--- src/rtl/count_monitor_pkg.sv ---
// rtl/count_monitor_pkg.sv - shared state type and default parameters for count_monitor
package count_monitor_pkg;

  typedef enum logic [1:0] {
    IDLE = 2'd0,
    ACQ  = 2'd1,
    LOCK = 2'd2
  } state_e;

  localparam int DEF_WIDTH  = 3;
  localparam int DEF_LOCK_N = 2;
  localparam int DEF_ERRW   = 8;

endpackage

--- src/rtl/sat_counter.sv ---
// rtl/sat_counter.sv - up counter that sticks at its all-ones value
module sat_counter #(
  parameter int W = 8
) (
  input  logic         clk,
  input  logic         rst,
  input  logic         inc,
  output logic [W-1:0] count
);

  localparam logic [W-1:0] MAX_COUNT = '1;

  logic [W-1:0] count_q;
  logic [W-1:0] count_d;

  always_comb begin
    count_d = count_q;
    if (inc && (count_q != MAX_COUNT)) begin
      count_d = count_q + W'(1);
    end
  end

  always_ff @(posedge clk) begin
    if (!rst) begin
      count_q <= '0;
    end else begin
      count_q <= count_d;
    end
  end

  assign count = count_q;

endmodule

--- src/rtl/count_monitor.sv ---
// rtl/count_monitor.sv - locks onto an up/down counter's sequence and flags breaks and wraps
// Optional sticky error output is enabled by defining COUNT_MONITOR_STICKY_EN.
module count_monitor
  import count_monitor_pkg::*;
#(
  parameter int WIDTH  = DEF_WIDTH,
  parameter int LOCK_N = DEF_LOCK_N,
  parameter int ERRW   = DEF_ERRW
) (
  input  logic             clk,
  input  logic             rst,
  input  logic             en,
  input  logic [WIDTH-1:0] y,
  input  logic             updown,
  input  logic             cnt_rst,
  output logic             locked,
  output logic             err,
  output logic             wrap,
`ifdef COUNT_MONITOR_STICKY_EN
  output logic             err_sticky,
`endif
  output logic [ERRW-1:0]  err_count
);

  localparam logic [WIDTH-1:0] MAX_Y    = '1;
  localparam logic [3:0]       LOCK_N_W = 4'(LOCK_N);

  state_e           state_q, state_d;
  logic [3:0]       match_q, match_d;
  logic [WIDTH-1:0] prev_y_q, prev_y_d;
  logic             prev_up_q, prev_up_d;
  logic             prev_rst_q, prev_rst_d;
  logic             err_q, err_d;
  logic             wrap_q, wrap_d;

  logic [WIDTH-1:0] exp_y;
  logic             hit;
  logic             is_wrap;
  logic [3:0]       match_inc;

  // Expected value derives only from the previous sample, never from the current one.
  always_comb begin
    if (prev_rst_q) begin
      exp_y = '0;
    end else if (prev_up_q) begin
      exp_y = prev_y_q + WIDTH'(1);
    end else begin
      exp_y = prev_y_q - WIDTH'(1);
    end
  end

  assign hit       = (y == exp_y);
  assign match_inc = match_q + 4'd1;
  assign is_wrap   = !prev_rst_q &&
                     (prev_up_q ? ((prev_y_q == MAX_Y) && (y == '0))
                                : ((prev_y_q == '0) && (y == MAX_Y)));

  always_comb begin
    state_d    = state_q;
    match_d    = match_q;
    prev_y_d   = prev_y_q;
    prev_up_d  = prev_up_q;
    prev_rst_d = prev_rst_q;
    err_d      = 1'b0;
    wrap_d     = 1'b0;
    if (en) begin
      prev_y_d   = y;
      prev_up_d  = updown;
      prev_rst_d = cnt_rst;
      case (state_q)
        IDLE: begin
          state_d = ACQ;
          match_d = '0;
        end
        ACQ: begin
          if (!hit) begin
            match_d = '0;
          end else if (match_inc >= LOCK_N_W) begin
            state_d = LOCK;
            match_d = '0;
          end else begin
            match_d = match_inc;
          end
        end
        LOCK: begin
          if (hit) begin
            wrap_d = is_wrap;
          end else begin
            err_d   = 1'b1;
            state_d = ACQ;
            match_d = '0;
          end
        end
        default: begin
          state_d = IDLE;
          match_d = '0;
        end
      endcase
    end
  end

  always_ff @(posedge clk) begin
    if (!rst) begin
      state_q    <= IDLE;
      match_q    <= '0;
      prev_y_q   <= '0;
      prev_up_q  <= 1'b0;
      prev_rst_q <= 1'b0;
      err_q      <= 1'b0;
      wrap_q     <= 1'b0;
    end else begin
      state_q    <= state_d;
      match_q    <= match_d;
      prev_y_q   <= prev_y_d;
      prev_up_q  <= prev_up_d;
      prev_rst_q <= prev_rst_d;
      err_q      <= err_d;
      wrap_q     <= wrap_d;
    end
  end

  assign locked = (state_q == LOCK);
  assign err    = err_q;
  assign wrap   = wrap_q;

  // Counts on the same edge that raises err, so err_count already reflects the pulse.
  sat_counter #(
    .W(ERRW)
  ) u_err_count (
    .clk  (clk),
    .rst  (rst),
    .inc  (err_d),
    .count(err_count)
  );

`ifdef COUNT_MONITOR_STICKY_EN
  logic err_sticky_q, err_sticky_d;

  always_comb begin
    err_sticky_d = err_sticky_q | err_d;
  end

  always_ff @(posedge clk) begin
    if (!rst) begin
      err_sticky_q <= 1'b0;
    end else begin
      err_sticky_q <= err_sticky_d;
    end
  end

  assign err_sticky = err_sticky_q;
`endif

endmodule

--- config.mk ---
export PLATFORM = sky130hd
export DESIGN_NAME = count_monitor
export DESIGN_NICKNAME = d
export VERILOG_FILES = /design/src/rtl/count_monitor_pkg.sv /design/src/rtl/sat_counter.sv /design/src/rtl/count_monitor.sv
export SDC_FILE = /design/constraint.sdc
export NUM_CORES = 1
export LEC_CHECK = 0
export CORE_MARGIN = 4
export CORE_UTILIZATION = 46
export DETAILED_ROUTE_END_ITERATION = 16
export GPL_TIMING_DRIVEN = 1
export PLACE_DENSITY = 0.72
export SYNTH_ARGS = -nofsm -noshare
export SYNTH_HDL_FRONTEND = slang
export SYNTH_HIERARCHICAL = 1
export SYNTH_SLANG_ARGS = --single-unit
--- constraint.sdc ---
create_clock -name clk -period 4.01 [get_ports clk]
set_input_delay 0.401 -clock clk [delete_from_list [all_inputs] [get_ports clk]]
set_output_delay 0.401 -clock clk [all_outputs]
set_load 0.1 [all_outputs]
### Yosys cells after proc, flatten, opt, wreduce, memory -nomap -nowiden

Cells that the tools add are included.

| operators by class | value |
|---|---|
| eq/ne operators | 9 |
| muxes and demuxes | 14 |
| magnitude comparators | 1 |
| reductions and logical operators | 11 |
| $add $sub $neg | 4 |

Operators by type and width:

| operator | number |
|---|---|
| 4-bit two-way mux | 3 |
| 8-bit by 1-bit adder with 8-bit output, second input constant | 1 |
| 8-bit != test, second input constant | 1 |
| 4-bit case mux with 2 select lines | 1 |
| 4-bit AND reduction | 2 |
| 3-bit equality test, second input constant | 2 |
| 3-bit logical NOT | 2 |
| 2-bit two-way mux | 3 |
| 3-bit two-way mux | 2 |
| 2-bit != test, second input constant | 3 |
| 2-bit case mux with 3 select lines | 1 |
| 4-bit by 1-bit adder with 4-bit output, second input constant | 1 |
| 4-bit by 2-bit greater-or-equal comparator with 1-bit output, second input constant | 1 |
| 1-bit logical AND | 4 |
| 1-bit two-way mux | 4 |
| 3-bit by 1-bit adder with 3-bit output, second input constant | 1 |
| 3-bit equality test | 1 |
| 3-bit by 1-bit subtractor with 3-bit output, second input constant | 1 |
| 2-bit by 1-bit equality test with 1-bit output, second input constant | 1 |
| 2-bit equality test, second input constant | 1 |
| 2-bit logical NOT | 1 |
| 2-bit AND reduction | 1 |
| 1-bit logical NOT | 1 |

| word-level totals | value |
|---|---|
| bits of input ports | 8 |
| output and inout port bits | 11 |
| register bits | 21 |
| word-level logic and storage cells | 47 |

### Longest topological paths before layout

| depth | value |
|---|---|
| depth in word-level cells | 8 |
| mapped depth | 9 |
| mapped depth without buffers | 9 |

### Hierarchy

The synthesis kept the hierarchy.

Modules (own cells, without submodules):

| module | area an instance (um2) | instances | sequential area each (um2) | cells each |
|---|---|---|---|---|
| count_monitor | 760.7 | 1 | 260.2 | 80 |
| sat_counter | 404.1 | 1 | 160.2 | 47 |

### Least setup slack after synthesis

Ideal clock, no wire load.

| path | value |
|---|---|
| path kind | flip-flop to flip-flop |
| start | register state_q[1] |
| end | register u_err_count.count_q[6], in the netlist u_err_count/count[6] |
| setup time | 115 ps |
| stages on the path, launching flop included | 6 |
| required time | 3895 ps |
| arrival | 2996 ps |
| clock period less this slack | 3112 ps |
| path slack | 898 ps |
| buffers on the path | 0 |
| cell sequence | dfxtp_1 -> nor2b_1 -> and3_1 -> nand3_1 -> or4_1 -> and3_1 |

| on the way | value |
|---|---|
| cells in the longest elaborated chain, start to end | 4 |

Ends and longest elaborated chain:

| what | line | RTL |
|---|---|---|
| from (decl) | count_monitor.sv:28 | `state_e state_q, state_d;` |
| from (signal assigned) | count_monitor.sv:112 | `state_q <= state_d;` |
| 2-bit equality test | - |  |
| net locked | count_monitor.sv:16 | `output logic locked,` |
| 1-bit two-way mux | count_monitor.sv:70 | `case (state_q)` |
| 1-bit two-way mux | count_monitor.sv:66 | `if (en) begin` |
| net err_d | count_monitor.sv:33 | `logic err_q, err_d;` |
| 1-bit logical AND | sat_counter.sv:18 | `if (inc && (count_q != MAX_COUNT)) begin` |
| to (signal assigned) | sat_counter.sv:27 | `count_q <= count_d;` |
| to (decl) | sat_counter.sv:13 | `logic [W-1:0] count_q;` |

The timed path passes the listed nets, and every way through them passes these cells.
A chain may end at the register's enable or synchronous reset.

### Worst setup path in the final report

| path | value |
|---|---|
| start | register prev_y_q[0] |
| end | register u_err_count.count_q[7], in the netlist u_err_count/count[7] |

| on the way | value |
|---|---|
| cells in the longest elaborated chain, start to end | 8 |
| elaborated cells on any way between the ends | 9 |
| those cells by class | add/sub: 2; eq/ne: 1; mux: 5; reduce/logical: 1 |

Ends and longest elaborated chain:

| what | line | RTL |
|---|---|---|
| from (decl) | count_monitor.sv:30 | `logic [WIDTH-1:0] prev_y_q, prev_y_d;` |
| from (signal assigned) | count_monitor.sv:114 | `prev_y_q <= prev_y_d;` |
| 3-bit by 1-bit subtractor with 3-bit output or 3-bit by 1-bit adder with 3-bit output (tied branches) | count_monitor.sv:48, count_monitor.sv:46 |  |
| 3-bit two-way mux (*) | count_monitor.sv:45 | `end else if (prev_up_q) begin` |
| 3-bit two-way mux (*) | count_monitor.sv:43 | `if (prev_rst_q) begin` |
| 3-bit equality test (*) | count_monitor.sv:52 | `assign hit = (y == exp_y);` |
| 1-bit two-way mux (*) | count_monitor.sv:86 | `if (hit) begin` |
| 1-bit two-way mux (*) | count_monitor.sv:70 |  |
| 1-bit two-way mux (*) | count_monitor.sv:66 |  |
| net err_d | count_monitor.sv:33 |  |
| 1-bit logical AND (*) | sat_counter.sv:18 |  |

Mark *: on every way through the listed nets, which the timed path passes. The rest lies on a longest branch.

==> flow_summary.json <==
{
  "ys_seq_area_share_pct": 36.1,
  "required_ns": 4.22,
  "rr_startpoint": "prev_y_q[0]",
  "fin_total_pwr_mw": 0.414,
  "drt_iter0_drc": 32,
  "cts_root_buffer": "clkbuf_4",
  "cts.clk_slew.worst_paths_ns": 0.11,
  "vias": 1026,
  "die_w_um": 58.3,
  "nNetsFinal": 158,
  "antenna_found_initial": 0,
  "max_freq_mhz": 348,
  "syn_avg_cell_area_um2": 9.17,
  "drive_gt1_share_pct": 6.21,
  "busiest_layer": "met2",
  "grt_first_pass_wirelength_um": 4430,
  "ioPinCount": 19,
  "rows": 17,
  "min_from": "u_err_count/count[5]",
  "r2r_setup_slack_ns": 1.14,
  "finalWorstSetupSlack_ns": 1.14,
  "antenna_cells": 0,
  "endpoint": "u_err_count/count[7]",
  "start_kind": "flop",
  "synth_top_area_share_pct": 36.1,
  "htreeDepth": 1,
  "synth.distinct_cells": 47,
  "syn_nets": 139,
  "dp_cells": 169,
  "powerDensity_nw_per_um2": 298,
  "clock_path_buffers": 2,
  "fin_crit_ns": 2.87,
  "cts_setup_buffers": 0,
  "setup_tns_ns": 0,
  "fill_cells": 223,
  "rsz0062_at_grt": "false",
  "slew_headroom_pct": 35.3,
  "grt.met2_usage_pct": 27.8,
  "grt_overflow_total": 0,
  "dr.pass1.iters": 4,
  "cts_buffers": 3,
  "finalInstanceArea_um2": 1390,
  "grt_pass1_vias": 959,
  "syn_inst": 127,
  "initial_utilization_pct": 50.2,
  "synth-main-ff-cell": "dfxtp_1",
  "viasPerCell": 5.93,
  "r2r-end": "u_err_count/count[7]",
  "finClkSkew_ns": 0.00232,
  "clk_latency_ns": 0.31,
  "yosys-top-cells-area": "dfxtp_1 (36%), mux2i_1 (6.0%), and3_1 (3.8%)",
  "drc_errors": 0,
  "port_buffers": 18,
  "ys_ff_latch": 21,
  "slew_viol_final": 0,
  "cts.sinks": 21,
  "hold_violations": 0,
  "worstHoldPathType": "flop to flop",
  "routabilityCongestion": 0.764,
  "vdd_drop_max_mv": 0.321,
  "die_y_um": 58.3,
  "maxCapViolCount": 0,
  "dieArea_um2": 3400,
  "dpl.hpwl_um": 1900,
  "wl_um": 2600,
  "yosys.area.top_type": "dfxtp_1",
  "synth_edf_count": 0,
  "path_max_fanout": 8,
  "core_um2": 2320,
  "stdcell_count": 173,
  "crit_arrival_ns": 3.09,
  "endpoint_kind": "flop",
  "ys_warn_count": 6,
  "critPathKind": "flop to flop",
  "p_leak_nw": 0.511,
  "postLayoutCoreUtil_pct": 60.0,
  "syn2layout_area_growth_pct": 19.3,
  "cts_hold_buffers": 0,
  "placed_cell_area_um2": 1360,
  "setup_viol": 0,
  "tritoncts": "built",
  "met1_usage_pct": 20.5,
  "async_flop_share_pct": 0,
  "grt_max_degree": 27,
  "ant_nets": 0,
  "dp_slack_ns": 1.19,
  "tightest_slew_ns": 0.967,
  "reg2regPathDepth": 8,
  "avgRoutedWirePerCell_um": 15.1,
  "fin_hold_ws_ns": 0.524,
  "setup.worst_path.start": "prev_y_q[0]",
  "grt_use_total_pct": 16.8,
  "postCtsResizedCells": 0,
  "status": "completed",
  "grtUsageMet3_pct": 4.39,
  "netlist_area_um2": 1160,
  "min_period_over_period_pct": 71.7
}
==> Yosys cell counts (4+ instances only) <==
master and count:
and3_1 7, a21oi_1 7, inv_1 7, nand3_1 6
nand2_1 8, nor2b_1 7, dfxtp_1 21, mux2i_1 7
nor4b_1 4
==> power by group <==
| group | switching (mW) | total [mW] | leakage [nW] | internal (mW) |
|---|---|---|---|---|
| Sequential | 0.0133 | 0.231 | 0.171 | 0.218 |
| Combinational | 0.0393 | 0.0781 | 0.325 | 0.0388 |
| Clock | 0.0657 | 0.105 | 0.0150 | 0.0389 |
==> worst min-delay path by stage <==
stage | depth (start not counted) | endpoint | slack [ns]
floorplan | 1 | match_q[3] | 0.48
global placement | 2 | u_err_count/count[1] | 0.49
finish | 1 | u_err_count/count[5] | 0.52
CTS | 1 | match_q[3] | 0.52
detailed placement | 1 | match_q[3] | 0.50
global route | 1 | match_q[3] | 0.55
==> critical path, stage by stage (launching register included) <==
cell	delay [ns]
dfxtp_1	0.38
inv_1	0.11
fa_1	0.54
or3b_1	0.41
a221oi_2	0.28
o211ai_2	0.19
and3_1	0.30
and4_1	0.26
a311oi_1	0.31
==> cell families (layout without fill, tap and decap cells) <==
group | count (synthesis) | after routing | share of synthesized area [%]
AND/OR/NAND/NOR | 53 | 53 | 28.1
multiplexers | 7 | 7 | 6.02
buffers and inverters | 11 | 29 | 3.65
flip-flops | 21 | 21 | 36.1
AO/OA/AOI/OAI | 28 | 28 | 17.7
XOR/XNOR | 3 | 3 | 3.44
adder cells (fa/ha/maj) | 4 | 4 | 4.94
==> layer usage <==
metal / share of wire [%] / up-vias
met2: 48 / 38
met5: 0 / -
li1: - / 511
met4: 2.4 / 0
met1: 44 / 465
met3: 5.3 / 12
==> layout by cell type, fill, tap and decap left out, types with 3 or more instances in the layout <==
cell             count
and3_1               7
dfxtp_1             21
o21bai_1             3
nor3_1               3
o21ai_0              3
ha_1                 3
nand2_1              8
inv_1                7
clkbuf_4             3
nand3_1              6
a21oi_1              7
clkdlybuf4s50_1     18
nor2b_1              7
mux2i_1              7
nor4b_1              4
==> cell type report <==
type                       instances  area, µm²  share of cell area, %
timing repair buffer              18        180                   13.0
multi-input combinational         95        702                   50.5
sequential                        21        420                   30.2
inverter                           7       26.3                   1.89
clock buffer                       4       26.3                   1.89
tap                               28       35.0                   2.52
==> flip-flops by register name, indices dropped and copies added (netlist names) <==
signal	cells
err	1
wrap	1
match_q	4
state_q	2
prev_y_q	3
prev_up_q	1
u_err_count/count	8
prev_rst_q	1
Note: power is estimated with default switching activity, not from simulation.
==> variant 1 (config.mk and constraints unchanged) <==
Register the output `err_count`, with the module's reset; this adds one clock of latency there. The other outputs are not delayed to match.
--- a/src/rtl/count_monitor.sv
+++ b/src/rtl/count_monitor.sv
@@ -24,6 +24,8 @@
 
   localparam logic [WIDTH-1:0] MAX_Y    = '1;
   localparam logic [3:0]       LOCK_N_W = 4'(LOCK_N);
+
+  logic [ERRW-1:0] err_count_d;
 
   state_e           state_q, state_d;
   logic [3:0]       match_q, match_d;
@@ -130,7 +132,7 @@
     .clk  (clk),
     .rst  (rst),
     .inc  (err_d),
-    .count(err_count)
+    .count(err_count_d)
   );
 
 `ifdef COUNT_MONITOR_STICKY_EN
@@ -151,5 +153,13 @@
   assign err_sticky = err_sticky_q;
 `endif
 
+  always_ff @(posedge clk) begin
+    if (!rst) begin
+      err_count <= '0;
+    end else begin
+      err_count <= err_count_d;
+    end
+  end
+
 endmodule
 
Check against the original RTL: not equivalent (Yosys sat finds a counterexample within 10 cycles, from zero or initial values and one cycle with rst low).
==> variant 1 against the unedited design <==
Core utilization shrank 1.9 points; setup slack better by 74 ps; sequential cell count up 8; routed wire length up 2.8%; largest cell class unchanged; design area is 17% higher; count of clock-buffer cells in the layout up 2; die area rose by 16%; synthesized area is 18% higher; power increased by 33%; non-clock buffer count unchanged; largest power group unchanged; synthesized cell count up 14%.
==> variant 1: results (changes against the unedited design) <==
* # fillers at 254 (was 223)
* Pleak at 0.6190 nW (was 0.5110 nW)
* Arrival time at the worst endpoint at 3020 ps (was 3090 ps)
* Layout cells sized above 1 at 0.07831 (was 0.06207)
* Largest cells by area after synthesis: dfxtp_1, mux2i_1, and2_1 (was dfxtp_1, mux2i_1, and3_1)
* Drt initial violations at 81 (was 32)
* Htree depth at 2 (was 1)
* Vias in the first global route at 1107 (was 959)
* Xor/xnor share of the synthesized area at 0.02904 (was 0.03437)
* Synth top cells by count: dfxtp_1, and2_1, nand2_1 (was dfxtp_1, nand2_1)
* Final #Nets at 177 (was 158)
* Post-CTS Setup Bufs at 0 (unchanged)
* Mapped Cells at 145 (was 127)
* Total CTS buffers at 5 (was 3)
* Final HPWL DP at 1893 µm (was 1897 µm)
* Clock Skews at 8.390 ps (was 2.324 ps)
* Final wirelength at 2676 µm (was 2604 µm)
* Final Hold Slack at 511.2 ps (was 524.1 ps)
* Vias per cell at 5.467 (was 5.931)
* Mux share of post-synthesis cell area at 0.05082 (was 0.06015)
* Clock-pin slew on the worst setup and hold paths at 90 ps (was 110 ps)
* Port Buffers at 18 (unchanged)
* Relative slew slack at 0.3480 (was 0.3532)
* Overall routing resource usage at 0.1527 (was 0.1677)
* First-pass GRT wire length at 4836 µm (was 4429 µm)
* Gpl congestion at 0.8478 (was 0.7637)
* Antenna violations before repair at 0 (unchanged)
* Die Wd at 62.75 µm (was 58.32 µm)
* Post-synthesis sequential area ratio at 0.4211 (was 0.3609)
* Outcome: finished, final reports clean (unchanged)
* Post-synthesis compound-gate area fraction at 0.1497 (was 0.1772)
* YS warnings at 6 (unchanged)
* Fraction of the mapped netlist area in adder cells at 0.04174 (was 0.04941)
* Syn nets at 157 (was 139)
* R2R setup slack at 1210 ps (was 1140 ps)
* Worst hold path startpoint: u_err_count/count[1] (was u_err_count/count[5])
* Pin count of the biggest net entering global routing at 35 (was 27)
* Maximum vdd drop at 0.1786 mV (was 0.3215 mV)
-- variant 1: cell families after synthesis --
family	Yosys count
adders and majority gates	4
AOI/OAI and AO/OA	28
muxes	7
and+or+nand+nor	62
buffers and inverters	12
DFF	29
xor gates and xnor gates	3
-- variant 1: worst paths after layout --
check,cells past startpoint,end
worst max-delay path,8,u_err_count/count[7]
worst min-delay path,2,u_err_count/count[1]
worst max register to register,8,u_err_count/count[7]
worst min register to register,2,u_err_count/count[1]
-- variant 1: cell type report --
cell class / count / area share
multi-input combinational: 104 / 0.4616
clock buffer: 6 / 0.02535
tap: 31 / 0.02381
timing repair buffer: 18 / 0.1106
clock inverter: 2 / 0.006144
sequential: 29 / 0.3564
inverter: 7 / 0.01613
-- variant 1: critical path, delay by kind of cell, from the launching register on --
family,cells,cell delay [ps]
flops,1,390
buf+inv,1,110
simple gates,3,930
fa+ha+maj,1,540
compound gates,3,730
-- variant 1: stage by stage --
stage	instances	util	setup WS, ps
finish	197	0.5807	1211
global route	197	0.5807	1008
CTS	197	0.5807	1215
detailed placement	189	0.5624	1255
global placement	189	0.5624	1331
floorplan	145	-	944.0
-- variant 1: power by group --
| part | total (mW) | switching [mW] | internal (mW) |
|---|---|---|---|
| combinational | 0.0773 | 0.0386 | 0.0386 |
| clock | 0.164 | 0.0969 | 0.0666 |
| sequential | 0.310 | 0.0127 | 0.297 |
-- variant 1: routing by layer --
| metal | wire length [µm] | global-route usage | part of all wire | up-vias |
|---|---|---|---|---|
| li1 | - | - | - | 568 |
| met1 | 1242 | 0.1781 | 0.46 | 487 |
| met2 | 1295 | 0.2557 | 0.48 | 18 |
| met3 | 103 | 0.04676 | 0.038 | 4 |
| met4 | 35 | 0.06887 | 0.013 | 0 |
| met5 | 0 | 0 | 0 | - |
==> variant 2 (same flow settings) <==
Made on the original files. Build with the macro `COUNT_MONITOR_STICKY_EN` defined.
--- a/src/rtl/count_monitor.sv
+++ b/src/rtl/count_monitor.sv
@@ -1,5 +1,7 @@
 // rtl/count_monitor.sv - locks onto an up/down counter's sequence and flags breaks and wraps
 // Optional sticky error output is enabled by defining COUNT_MONITOR_STICKY_EN.
+`define COUNT_MONITOR_STICKY_EN
+
 module count_monitor
   import count_monitor_pkg::*;
 #(
Formal check against the unedited RTL (old outputs only; new: err_sticky): equivalent (Yosys induction, for registers that start in step).
==> variant 2 against the unedited design <==
Sequential cell count up 1; power up 7.8%; combinational power up 8.6%; design area up 3.5%; largest power group unchanged; hold slack worse by 24 ps; cell count up 3.5%; setup slack better by 25 ps; via count down 1.7%; sequential power up 4%; synthesized area up 2.6%; clock skew up 6.9 ps; routed wire length down 8.9%.
==> variant 2: results (changes against the unedited design) <==
* Placed Cells at 175 (was 169)
* Dpl cell area at 1403 µm² (was 1364 µm²)
* Layout cells sized above 1 at 0.06040 (was 0.06207)
* Final Hold Slack at 499.6 ps (was 524.1 ps)
* Clock Skews at 9.203 ps (was 2.324 ps)
* WL met2 at 1071 µm (was 1247 µm)
* Gpl congestion at 0.7646 (was 0.7637)
* Final #Nets at 162 (was 158)
* P_clk at 121 µW (was 105 µW)
* Power density cells at 310.2 nW/µm² (was 297.9 nW/µm²)
* Post-synthesis sequential area ratio at 0.3686 (was 0.3609)
* Reg area at 440.4 µm² (was 420.4 µm²)
* Pleak at 0.5513 nW (was 0.5110 nW)
* Pin count of the biggest net entering global routing at 28 (was 27)
* Drt initial violations at 43 (was 32)
* Maximum vdd drop at 0.3157 mV (was 0.3215 mV)
* Syn nets at 143 (was 139)
* Fin crit period at 2849 ps (was 2874 ps)
* Overall routing resource usage at 0.1529 (was 0.1677)
* Vias in the first global route at 913 (was 959)
* DR WL/cell at 13.25 µm (was 15.05 µm)
* Largest cells by area after synthesis: dfxtp_1, mux2i_1, and3_1 (unchanged)
* RR Endpoint: u_err_count/count[6] (was u_err_count/count[7])
* Worst R2R Path Depth at 9 (was 8)
* DRT met1 WL at 1140 µm (was 1155 µm)
* Place WS at 1202 ps (was 1192 ps)
* Post-synth cell types at 44 (was 47)
* Synth top cells by count: dfxtp_1, nand2_1, a21oi_1, and3_1, mux2i_1 (was dfxtp_1, nand2_1)
* Final HPWL DP at 1715 µm (was 1897 µm)
* Worst Path Max Fanout at 9 (was 8)
* Vias per cell at 5.637 (was 5.931)
* Hold Path Sink: match_q[3] (was u_err_count/count[5])
* Worst hold path startpoint: match_q[3] (was u_err_count/count[5])
* Psw at 121.0 µW (was 118.2 µW)
* Grt met2 use at 0.2461 (was 0.2775)
* # fillers at 227 (was 223)
* First-pass GRT wire length at 4167 µm (was 4429 µm)
* Slew @ Worst Pin at 975.8 ps (was 967.1 ps)
* Outcome: finished, final reports clean (unchanged)
* Mapped Cells at 131 (was 127)
* P_comb at 84.8 µW (was 78.1 µW)
## variant 2: cells by family after synthesis
family	after synthesis	share of synthesized area
xor gates and xnor gates	2	0.02618
buffers and inverters	10	0.03245
and+or+nand+nor	58	0.2953
adders and majority gates	4	0.04817
muxes	7	0.05864
AOI/OAI and AO/OA	28	0.1707
DFF	22	0.3686
## variant 2: cell type report
cell class                      instances  share of cell area
Clock buffer                            4             0.02522
Inverter                                5             0.01304
Multi-Input combinational cell         99              0.4974
Sequential cell                        22              0.3061
Tap cell                               30             0.02609
Timing Repair Buffer                   19              0.1322
## variant 2: how the worst max path moves through the flow
stage	cells past startpoint	endpoint	from
after CTS	9	u_err_count/count[6]	prev_y_q[0]
final	9	u_err_count/count[6]	prev_y_q[0]
after global routing	9	u_err_count/count[6]	prev_y_q[0]
after detailed placement	9	u_err_count/count[6]	prev_y_q[0]
after floorplan	7	u_err_count/count[6]	state_q[1]
after global placement	9	u_err_count/count[6]	prev_y_q[0]
